### src/rtl/mem_port_arbiter_pkg.sv
// Shared types and constants for the instruction/data memory port arbiter.
// Holds the arbiter state encoding, the default data-streak limit and a
// helper that sizes the streak counter.
package mem_arb_pkg;

  // Default number of back-to-back data grants tolerated while an
  // instruction request is waiting.
  localparam int unsigned MAX_DSTREAK_DEFAULT = 32'd3;

  // Arbiter sequencing states.
  typedef enum logic [1:0] {
    IDLE   = 2'd0,
    BUSY_I = 2'd1,
    BUSY_D = 2'd2,
    RESP   = 2'd3
  } arb_state_e;

  // Width of the streak counter; at least one bit so that a limit of zero
  // still yields a legal (always-zero) register.
  function automatic int unsigned streak_width(input int unsigned max_streak);
    if (max_streak > 32'd0) begin
      return $clog2(max_streak + 32'd1);
    end else begin
      return 32'd1;
    end
  endfunction

endpackage

### src/rtl/mem_port_arbiter_if.sv
// Bundle of the two requester channels and the shared memory port.
// The arbiter uses the slave view; the requesters/memory model use master.
interface mem_port_arbiter_if;

  // Instruction refill requester
  logic        ireq_i;
  logic [31:0] iaddr_i;
  logic [31:0] irdata_o;
  logic        iready_o;

  // Data requester
  logic        dreq_i;
  logic        dwe_i;
  logic [31:0] daddr_i;
  logic [31:0] dwdata_i;
  logic [31:0] drdata_o;
  logic        dready_o;

  // Shared memory port
  logic        mem_req_o;
  logic        mem_we_o;
  logic [31:0] mem_addr_o;
  logic [31:0] mem_wdata_o;
  logic [31:0] mem_rdata_i;
  logic        mem_ack_i;

  modport slave (
    input  ireq_i, iaddr_i,
    input  dreq_i, dwe_i, daddr_i, dwdata_i,
    input  mem_rdata_i, mem_ack_i,
    output irdata_o, iready_o,
    output drdata_o, dready_o,
    output mem_req_o, mem_we_o, mem_addr_o, mem_wdata_o
  );

  modport master (
    output ireq_i, iaddr_i,
    output dreq_i, dwe_i, daddr_i, dwdata_i,
    output mem_rdata_i, mem_ack_i,
    input  irdata_o, iready_o,
    input  drdata_o, dready_o,
    input  mem_req_o, mem_we_o, mem_addr_o, mem_wdata_o
  );

endinterface

### src/rtl/mem_port_arbiter_arb_priority.sv
// Tie-break between instruction and data requests with anti-starvation.
// Data normally wins a tie, but once MAX_DSTREAK data grants have been made
// in a row while an instruction request waited, the instruction side wins.
module arb_priority
  import mem_arb_pkg::*;
#(
  parameter int unsigned MAX_DSTREAK = MAX_DSTREAK_DEFAULT
) (
  input  logic clk_i,
  input  logic rst_ni,
  input  logic ireq_i,
  input  logic dreq_i,
  input  logic grant_i,
  output logic grant_d
);

  localparam int unsigned      SW         = streak_width(MAX_DSTREAK);
  localparam logic [SW-1:0]    STREAK_MAX = SW'(MAX_DSTREAK);

  logic [SW-1:0] streak_q;
  logic [SW-1:0] streak_d;
  logic          at_limit;

  // Decide the winner: data unless the waiting instruction has hit its limit.
  always_comb begin
    at_limit = (streak_q == STREAK_MAX);
    grant_d  = dreq_i & ~(ireq_i & at_limit);
  end

  // Count data grants that overtook a pending instruction request.
  always_comb begin
    streak_d = streak_q;
    if (grant_i) begin
      if (grant_d && ireq_i) begin
        if (at_limit) begin
          streak_d = streak_q;
        end else begin
          streak_d = streak_q + SW'(1'b1);
        end
      end else begin
        // Instruction grant, or data grant with nobody waiting.
        streak_d = {SW{1'b0}};
      end
    end else begin
      streak_d = streak_q;
    end
  end

  // Streak register with synchronous active-low reset.
  always_ff @(posedge clk_i) begin
    if (!rst_ni) begin
      streak_q <= {SW{1'b0}};
    end else begin
      streak_q <= streak_d;
    end
  end

endmodule

### src/rtl/mem_port_arbiter.sv
// Two-requester arbiter in front of a single memory port.
// One access at a time: grant in IDLE, hold the port in BUSY_I/BUSY_D until
// the memory acknowledges, then spend one RESP cycle pulsing the ready of the
// requester that owned the access. All outputs come straight from flops.
module mem_port_arbiter
  import mem_arb_pkg::*;
#(
  parameter int unsigned MAX_DSTREAK = MAX_DSTREAK_DEFAULT
) (
  input  logic              clk_i,
  input  logic              rst_ni,
  mem_port_arbiter_if.slave bus
);

  arb_state_e  state_q, state_d;
  logic        mem_req_q, mem_req_d;
  logic        mem_we_q, mem_we_d;
  logic [31:0] mem_addr_q, mem_addr_d;
  logic [31:0] mem_wdata_q, mem_wdata_d;
  logic [31:0] irdata_q, irdata_d;
  logic [31:0] drdata_q, drdata_d;
  logic        iready_q, iready_d;
  logic        dready_q, dready_d;

  logic        grant_strobe;
  logic        grant_d;

  arb_priority #(
    .MAX_DSTREAK (MAX_DSTREAK)
  ) u_arb_priority (
    .clk_i   (clk_i),
    .rst_ni  (rst_ni),
    .ireq_i  (bus.ireq_i),
    .dreq_i  (bus.dreq_i),
    .grant_i (grant_strobe),
    .grant_d (grant_d)
  );

  // Next-state and next-output logic for the access sequencer.
  always_comb begin
    state_d      = state_q;
    mem_req_d    = mem_req_q;
    mem_we_d     = mem_we_q;
    mem_addr_d   = mem_addr_q;
    mem_wdata_d  = mem_wdata_q;
    irdata_d     = irdata_q;
    drdata_d     = drdata_q;
    iready_d     = 1'b0;
    dready_d     = 1'b0;
    grant_strobe = 1'b0;

    case (state_q)
      IDLE: begin
        if (bus.ireq_i || bus.dreq_i) begin
          grant_strobe = 1'b1;
          mem_req_d    = 1'b1;
          if (grant_d) begin
            state_d     = BUSY_D;
            mem_we_d    = bus.dwe_i;
            mem_addr_d  = bus.daddr_i;
            mem_wdata_d = bus.dwdata_i;
          end else begin
            // Fetches are always reads with no payload.
            state_d     = BUSY_I;
            mem_we_d    = 1'b0;
            mem_addr_d  = bus.iaddr_i;
            mem_wdata_d = 32'h0000_0000;
          end
        end else begin
          state_d = IDLE;
        end
      end

      BUSY_I: begin
        if (bus.mem_ack_i) begin
          state_d     = RESP;
          irdata_d    = bus.mem_rdata_i;
          iready_d    = 1'b1;
          mem_req_d   = 1'b0;
          mem_we_d    = 1'b0;
          mem_addr_d  = 32'h0000_0000;
          mem_wdata_d = 32'h0000_0000;
        end else begin
          state_d = BUSY_I;
        end
      end

      BUSY_D: begin
        if (bus.mem_ack_i) begin
          // Stores capture the bus too; the value is simply unused.
          state_d     = RESP;
          drdata_d    = bus.mem_rdata_i;
          dready_d    = 1'b1;
          mem_req_d   = 1'b0;
          mem_we_d    = 1'b0;
          mem_addr_d  = 32'h0000_0000;
          mem_wdata_d = 32'h0000_0000;
        end else begin
          state_d = BUSY_D;
        end
      end

      RESP: begin
        // Requests are deliberately not sampled here.
        state_d = IDLE;
      end

      default: begin
        state_d     = IDLE;
        mem_req_d   = 1'b0;
        mem_we_d    = 1'b0;
        mem_addr_d  = 32'h0000_0000;
        mem_wdata_d = 32'h0000_0000;
      end
    endcase
  end

  // State and output registers with synchronous active-low reset.
  always_ff @(posedge clk_i) begin
    if (!rst_ni) begin
      state_q     <= IDLE;
      mem_req_q   <= 1'b0;
      mem_we_q    <= 1'b0;
      mem_addr_q  <= 32'h0000_0000;
      mem_wdata_q <= 32'h0000_0000;
      irdata_q    <= 32'h0000_0000;
      drdata_q    <= 32'h0000_0000;
      iready_q    <= 1'b0;
      dready_q    <= 1'b0;
    end else begin
      state_q     <= state_d;
      mem_req_q   <= mem_req_d;
      mem_we_q    <= mem_we_d;
      mem_addr_q  <= mem_addr_d;
      mem_wdata_q <= mem_wdata_d;
      irdata_q    <= irdata_d;
      drdata_q    <= drdata_d;
      iready_q    <= iready_d;
      dready_q    <= dready_d;
    end
  end

  assign bus.mem_req_o   = mem_req_q;
  assign bus.mem_we_o    = mem_we_q;
  assign bus.mem_addr_o  = mem_addr_q;
  assign bus.mem_wdata_o = mem_wdata_q;
  assign bus.irdata_o    = irdata_q;
  assign bus.iready_o    = iready_q;
  assign bus.drdata_o    = drdata_q;
  assign bus.dready_o    = dready_q;

endmodule

### src/flat_wrapper.sv
// flat-port wrapper written by rule: the top's interface ports become plain ports
module mem_port_arbiter_flat import mem_arb_pkg::*;
#(
  parameter int unsigned MAX_DSTREAK = MAX_DSTREAK_DEFAULT
)
  (clk_i, rst_ni, bus_ireq_i, bus_iaddr_i, bus_dreq_i, bus_dwe_i, bus_daddr_i, bus_dwdata_i, bus_mem_rdata_i, bus_mem_ack_i, bus_irdata_o, bus_iready_o, bus_drdata_o, bus_dready_o, bus_mem_req_o, bus_mem_we_o, bus_mem_addr_o, bus_mem_wdata_o);
  mem_port_arbiter_if bus_i ();
  input  logic clk_i;
  input  logic rst_ni;
  input wire logic [$bits(bus_i.ireq_i)-1:0] bus_ireq_i;
  input wire logic [$bits(bus_i.iaddr_i)-1:0] bus_iaddr_i;
  input wire logic [$bits(bus_i.dreq_i)-1:0] bus_dreq_i;
  input wire logic [$bits(bus_i.dwe_i)-1:0] bus_dwe_i;
  input wire logic [$bits(bus_i.daddr_i)-1:0] bus_daddr_i;
  input wire logic [$bits(bus_i.dwdata_i)-1:0] bus_dwdata_i;
  input wire logic [$bits(bus_i.mem_rdata_i)-1:0] bus_mem_rdata_i;
  input wire logic [$bits(bus_i.mem_ack_i)-1:0] bus_mem_ack_i;
  output wire logic [$bits(bus_i.irdata_o)-1:0] bus_irdata_o;
  output wire logic [$bits(bus_i.iready_o)-1:0] bus_iready_o;
  output wire logic [$bits(bus_i.drdata_o)-1:0] bus_drdata_o;
  output wire logic [$bits(bus_i.dready_o)-1:0] bus_dready_o;
  output wire logic [$bits(bus_i.mem_req_o)-1:0] bus_mem_req_o;
  output wire logic [$bits(bus_i.mem_we_o)-1:0] bus_mem_we_o;
  output wire logic [$bits(bus_i.mem_addr_o)-1:0] bus_mem_addr_o;
  output wire logic [$bits(bus_i.mem_wdata_o)-1:0] bus_mem_wdata_o;
  assign bus_i.ireq_i = bus_ireq_i;
  assign bus_i.iaddr_i = bus_iaddr_i;
  assign bus_i.dreq_i = bus_dreq_i;
  assign bus_i.dwe_i = bus_dwe_i;
  assign bus_i.daddr_i = bus_daddr_i;
  assign bus_i.dwdata_i = bus_dwdata_i;
  assign bus_i.mem_rdata_i = bus_mem_rdata_i;
  assign bus_i.mem_ack_i = bus_mem_ack_i;
  assign bus_irdata_o = bus_i.irdata_o;
  assign bus_iready_o = bus_i.iready_o;
  assign bus_drdata_o = bus_i.drdata_o;
  assign bus_dready_o = bus_i.dready_o;
  assign bus_mem_req_o = bus_i.mem_req_o;
  assign bus_mem_we_o = bus_i.mem_we_o;
  assign bus_mem_addr_o = bus_i.mem_addr_o;
  assign bus_mem_wdata_o = bus_i.mem_wdata_o;
  mem_port_arbiter #(.MAX_DSTREAK(MAX_DSTREAK)) u_core (.clk_i(clk_i), .rst_ni(rst_ni), .bus(bus_i));
endmodule
### config.mk
export PLATFORM = sky130hd
export DESIGN_NAME = mem_port_arbiter_flat
export DESIGN_NICKNAME = d
export VERILOG_FILES = /design/src/rtl/mem_port_arbiter_pkg.sv /design/src/rtl/mem_port_arbiter_if.sv /design/src/rtl/mem_port_arbiter_arb_priority.sv /design/src/rtl/mem_port_arbiter.sv /design/src/flat_wrapper.sv
export SDC_FILE = /design/constraint.sdc
export NUM_CORES = 1
export LEC_CHECK = 0
export ABC_AREA = 1
export BUFFER_PORTS_ARGS = -buffer_cell sky130_fd_sc_hd__clkbuf_2
export CORE_MARGIN = 5
export CORE_UTILIZATION = 47
export CTS_CLUSTER_SIZE = 8
export DETAILED_ROUTE_END_ITERATION = 12
export PLACE_DENSITY = 0.87
export SLEW_MARGIN = 20
export SYNTH_ARGS = -nofsm -noshare
export SYNTH_HDL_FRONTEND = slang
export SYNTH_SLANG_ARGS = --single-unit
### constraint.sdc
create_clock -name clk_i -period 2.05 [get_ports clk_i]
set_input_delay 0.41 -clock clk_i [delete_from_list [all_inputs] [get_ports clk_i]]
set_output_delay 0.41 -clock clk_i [all_outputs]
set_load 0.01 [all_outputs]
# [Word level (Yosys, flattened, before mapping)]
# Cells that the tools add are included.
[classes] n_lt_le_gt_ge=0 n_addsub=1 bitwise_logic=3 mux=23 div_mod_pow=0 n_shift=0 n_reduce_logical=11 mul=0 n_eq_ne=7
[op_table] cell="two-way mux 32 bit" count=5
[op_table] cell="one-hot mux 32 bit (2 select lines)" count=2
[op_table] cell="two-way mux 2 bit" count=5
[op_table] cell="AND reduction 2 bit" count=5
[op_table] cell="two-way mux 1 bit" count=8
[op_table] cell="one-hot mux 2 bit (4 select lines)" count=1
[op_table] cell="== test 2 bit, second input constant" count=3
[op_table] cell="!= test 2 x 1 -> 1 bit, second input constant" count=2
[op_table] cell="one-hot mux 1 bit (2 select lines)" count=2
[op_table] cell="AND reduction 3 bit" count=1
[op_table] cell="adder 2 x 1 -> 2 bit, second input constant" count=1
[op_table] cell="AND 1 bit" count=2
[op_table] cell="== test 2 x 1 -> 1 bit, second input constant" count=1
[op_table] cell="logical NOT 2 bit" count=1
[op_table] cell="!= test 2 bit, second input constant" count=1
[op_table] cell="nonzero test 2 bit" count=1
[op_table] cell="OR reduction 2 bit" count=1
[op_table] cell="logical AND 1 bit" count=1
[op_table] cell="logical OR 1 bit" count=1
[op_table] cell="inverter 1 bit" count=1
[word_totals] reg_bits=136 memories=0 latchBits=0 rom_bits=0 ramBits=0

# [Logic depth before layout (Yosys ltp)]
[depth] word_depth=7 mapped_depth=10

# [Cells and area by module]
# Synthesis repeated with hierarchy kept, for this count alone.
[unflattened] hier_cells=866 hier_area_um2=5801.8
[by_module_without_submodules] module="mem_port_arbiter" area_per_inst_um2=5690.5 n_inst=1 cells_per_inst=850
[by_module_without_submodules] module="arb_priority" area_per_inst_um2=111.4 n_inst=1 cells_per_inst=16

# [Least setup slack after synthesis]
# OpenSTA, ideal clock, no wires.
[synth_timing] kind="reg-to-reg" from="register u_core.state_q[0]" to="register u_core.mem_addr_q[22] (netlist: u_core.bus.mem_addr_o[22])" arrival_time_ns=1.530 setup_ns=0.070 stages_incl_launch_ff=11 slack_ns=0.450 required_time_ns=1.980 path_cell_list="dfxtp_1 > inv_1 > ha_1 > buf_2 > nand2_2 > nand2_1 > nor2_4 > buf_6 > buf_8 > nand3_2 > a21oi_1"
[synth_between] elab_chain_cells=4
[synth_lines] item="start: declaration" line="mem_port_arbiter.sv:15" source="arb_state_e state_q, state_d;"
[synth_lines] item="start signal: assignment" line="mem_port_arbiter.sv:131" source="state_q <= state_d;"
[synth_lines] item="== test 2 x 1 -> 1 bit or == test 2 bit (tied branches)" line="mem_port_arbiter.sv:52" source="case (state_q)"
[synth_lines] item="OR reduction 2 bit (no source line)"
[synth_lines] item="!= test 2 x 1 -> 1 bit (no source line) or nonzero test 2 bit (tied branches)"
[synth_lines] item="AND reduction 3 bit (no source line)"
[synth_lines] item="end signal: assignment" line="mem_port_arbiter.sv:134" source="mem_addr_q <= mem_addr_d;"
[synth_lines] item="end: declaration" line="mem_port_arbiter.sv:18" source="logic [31:0] mem_addr_q, mem_addr_d;"
# Parallel ways exist; a longest one is shown, timed or not.
# A chain may end at the register's enable or synchronous reset.

# [Final worst setup path]
[layout_timing] from="register u_core.state_q[0]" to="register u_core.mem_addr_q[2] (netlist: u_core.bus.mem_addr_o[2])"
# The elaborated chain is that of the path after synthesis.

==> results.py <==
metrics = {
    "yosys": {
        "synth_top_flop_cell": "dfxtp_1",
        "synthArstFlopShare_pct": 0,
        "synth_fa_ha_area_share_pct": 1.32,
        "synth-edff-count": 0,
        "syn_avg_cell_area_sq_um": 7.14,
        "synth_cell_types": 23,
        "synth_most_common_cell": "nand2_1",
        "yosysSeqAreaShare_pct": 48.0,
        "synth_top_area_cell": "dfxtp_1",
        "synth_area_leaders": "dfxtp_1 48%, nand2_1 14%, nor2_1 11%",
        "ys_top_cells_by_count": "204 x nand2_1, 166 x nor2_1, 136 x dfxtp_1, 68 x a21oi_1, 57 x nand3_1",
        "synth-simple-area-share_pct": 32.2,
        "syn_nets": 934,
        "synth_top_family_by_area": "simple AND/OR/NAND/NOR gates",
        "ys_warn_count": 0,
        "synth_compound_area_share_pct": 11.9,
        "synth_mux_area_share_pct": 0,
        "synth.cell_area_sq_um": 5670,
        "ys_ff_latch": 136,
        "synth_xor_area_share_pct": 0,
        "synth_top_area_share_pct": 48.0,
        "netlist_instances": 794,
    },
    "cts": {
        "cts_max_level": 4,
        "cts.clk_slew.worst_paths_ns": 0.06,
        "cts_root_buf": "clkbuf_16",
        "cts_setup_buffers": 0,
        "cts_resized": 0,
        "cts.sinks": 136,
        "cts_buffers": 17,
        "cts_tree": "done",
        "holdBufCountCts": 0,
        "clock_latency_ns": 0.41,
        "cts_buffer_depth": 2,
    },
    "timing": {
        "hold_viol": 0,
        "setup_tns_ns": 0,
        "fin_ws_ns": 0.179,
        "post-route-min-period_ns": 1.87,
        "maxSlewHeadroom_pct": 55.5,
        "min_period_over_period_pct": 91.2,
        "timing.fmax_mhz": 535,
        "tightest_slew_ns": 0.667,
        "rsz0062_at_grt": "false",
        "slew_viol_final": 0,
        "setup_viol": 0,
        "skew_ns": 0.00474,
    },
    "global_routing": {
        "grt_max_degree": 72,
        "track_usage_pct": 22.9,
        "grt_pass1_vias": 5429,
        "globalRouteOverflowTotal": 0,
        "grt_pass1_wl_um": 26800,
        "grt_antenna_before_repair": 0,
    },
    "worst_setup_path": {
        "cp_slowest_cell": "buf_4",
        "end_kind": "register",
        "cp.arrival_ns": 2.21,
        "path_class": "reg2reg",
        "crit_family": "buffers and inverters",
        "crit_fanout": 66,
        "cp_slowest_stage_delay_ns": 0.53,
        "startpoint_type": "register",
        "path_cells": "inv_1, ha_1, nand2_2, nand3_2, buf_4, nand2_1, a21oi_1",
        "path_buf_inv": 2,
        "cp.required_ns": 2.39,
    },
    "layout": {
        "diodes": 0,
        "final_nets": 1173,
        "fill_cells": 1053,
        "layout-drive-gt1-share_pct": 31.8,
        "regArea_sq_um": 2720,
        "fin_area_sq_um": 7610,
        "multi_input_area_sq_um": 2580,
        "syn_to_final_growth_pct": 34.3,
    },
    "route": {
        "routedWlPerCell_um": 14.1,
        "first_pass_iters": 5,
        "antenna_left": 0,
        "wirelength_um": 16800,
        "avgViaCountPerCell": 5.01,
        "drt_iter0_drc": 577,
        "drc_errors": 0,
        "vias": 5981,
    },
    "floorplanning": {
        "rows": 40,
        "die_h_um": 120,
        "dieArea_sq_um": 14400,
        "chipWidth_um": 120,
        "core-area_sq_um": 11900,
        "io_pins": 266,
        "initial_utilization_pct": 47.6,
    },
    "status": {
        "status": "finished, final reports clean",
    },
    "place": {
        "place.gp.congestion": 0.809,
        "hpwlAfterDp_um": 11800,
        "io_buffers": 265,
        "place_area_sq_um": 7020,
        "dp_slack_ns": 0.208,
    },
    "worst_hold_path": {
        "hold_class": "in2reg",
    },
    "pwr": {
        "p_leak_nw": 3.71,
        "p_total_mw": 7.53,
        "vdd_drop_max_uv": 553,
        "power_density_nw_per_um2": 989,
    },
    "job": {
        "drv_cap": 0,
    },
}
==> path summary, 6_finish.rpt <==
kind	endpoint	slack [ns]	start	cells after the start
max	u_core.bus.mem_addr_o[2]	0.18	u_core.state_q[0]	7
min	u_core.bus.drdata_o[19]	0.25	bus_mem_rdata_i[19]	3
max reg2reg	u_core.bus.mem_addr_o[2]	0.18	u_core.state_q[0]	7
min reg2reg	u_core.bus.mem_addr_o[11]	0.46	u_core.bus.mem_addr_o[11]	2
==> cells by family (layout without fill, tap and decap cells) <==
| logic type | Yosys count | after routing |
|---|---|---|
| AOI/OAI and AO/OA | 134 | 134 |
| adders and majority gates | 6 | 6 |
| buffers and inverters | 73 | 325 |
| DFF | 136 | 136 |
| and+or+nand+nor | 445 | 445 |
==> cell usage in the layout, fill, tap and decap left out <==
cell / count
clkbuf_2: 265
nand2_1: 204
nor2_1: 166
dfxtp_1: 136
a21oi_1: 68
nand3_1: 56
o21ai_0: 47
o21ai_1: 18
clkbuf_16: 17
nand3_2: 11
buf_4: 11
inv_1: 7
ha_1: 6
inv_2: 5
clkbuf_8: 5
nand2_2: 4
buf_12: 4
clkinv_2: 3
clkinv_4: 3
clkinvlp_4: 3
nor3_1: 2
clkinv_1: 1
nor2_4: 1
a31oi_1: 1
nand4_1: 1
bufinv_16: 1
==> through the flow <==
stage	std cells	utilization, %	hold slack (ns)
3_5_place_dp	1161	59.0	0.457
3_3_place_gp	1161	59.0	0.450
6_report	1193	63.9	0.251
2_1_floorplan	794	-	0.447
5_1_grt	1193	63.9	0.245
4_1_cts	1193	63.9	0.229
==> routing by layer <==
metal  vias up  track usage, %  share of wire, %
met2       234            38.1                48
met3        36            6.83               8.3
met1      2681            27.6                41
li1       3030               -                 -
met4         0            9.66               2.7
met5         -               0                 0
==> where the power goes <==
part / internal [mW] / switching (mW) / leakage [nW]
Clock: 1.83 / 1.13 / 0.284
Sequential: 2.89 / 0.133 / 1.11
Combinational: 0.574 / 0.974 / 2.32
Total: 5.30 / 2.24 / 3.71
==> registers in the layout, summed over array words and instances, names as in the netlist <==
| name | flops |
|---|---|
| u_core.bus.drdata_o | 32 |
| u_core.bus.mem_wdata_o | 32 |
| u_core.bus.mem_we_o | 1 |
| u_core.state_q | 2 |
| u_core.bus.irdata_o | 32 |
| u_core.bus.dready_o | 1 |
| u_core.u_arb_priority.streak_q | 2 |
| u_core.bus.mem_req_o | 1 |
| u_core.bus.mem_addr_o | 32 |
| u_core.bus.iready_o | 1 |
==> tightest hold or removal path, cell delays in order <==
cell,delay (ns)
clkbuf_2,0.09
o21ai_1,0.06
nor2_1,0.07
==> cell type report <==
type / count / area share, %
Multi-Input combinational cell: 585 / 33.9
Timing Repair Buffer: 280 / 19.6
Tap cell: 147 / 2.42
Clock buffer: 22 / 6.49
Clock inverter: 10 / 1.23
Inverter: 13 / 0.641
Sequential cell: 136 / 35.8
No activity file was read; power rests on OpenSTA's default activity.
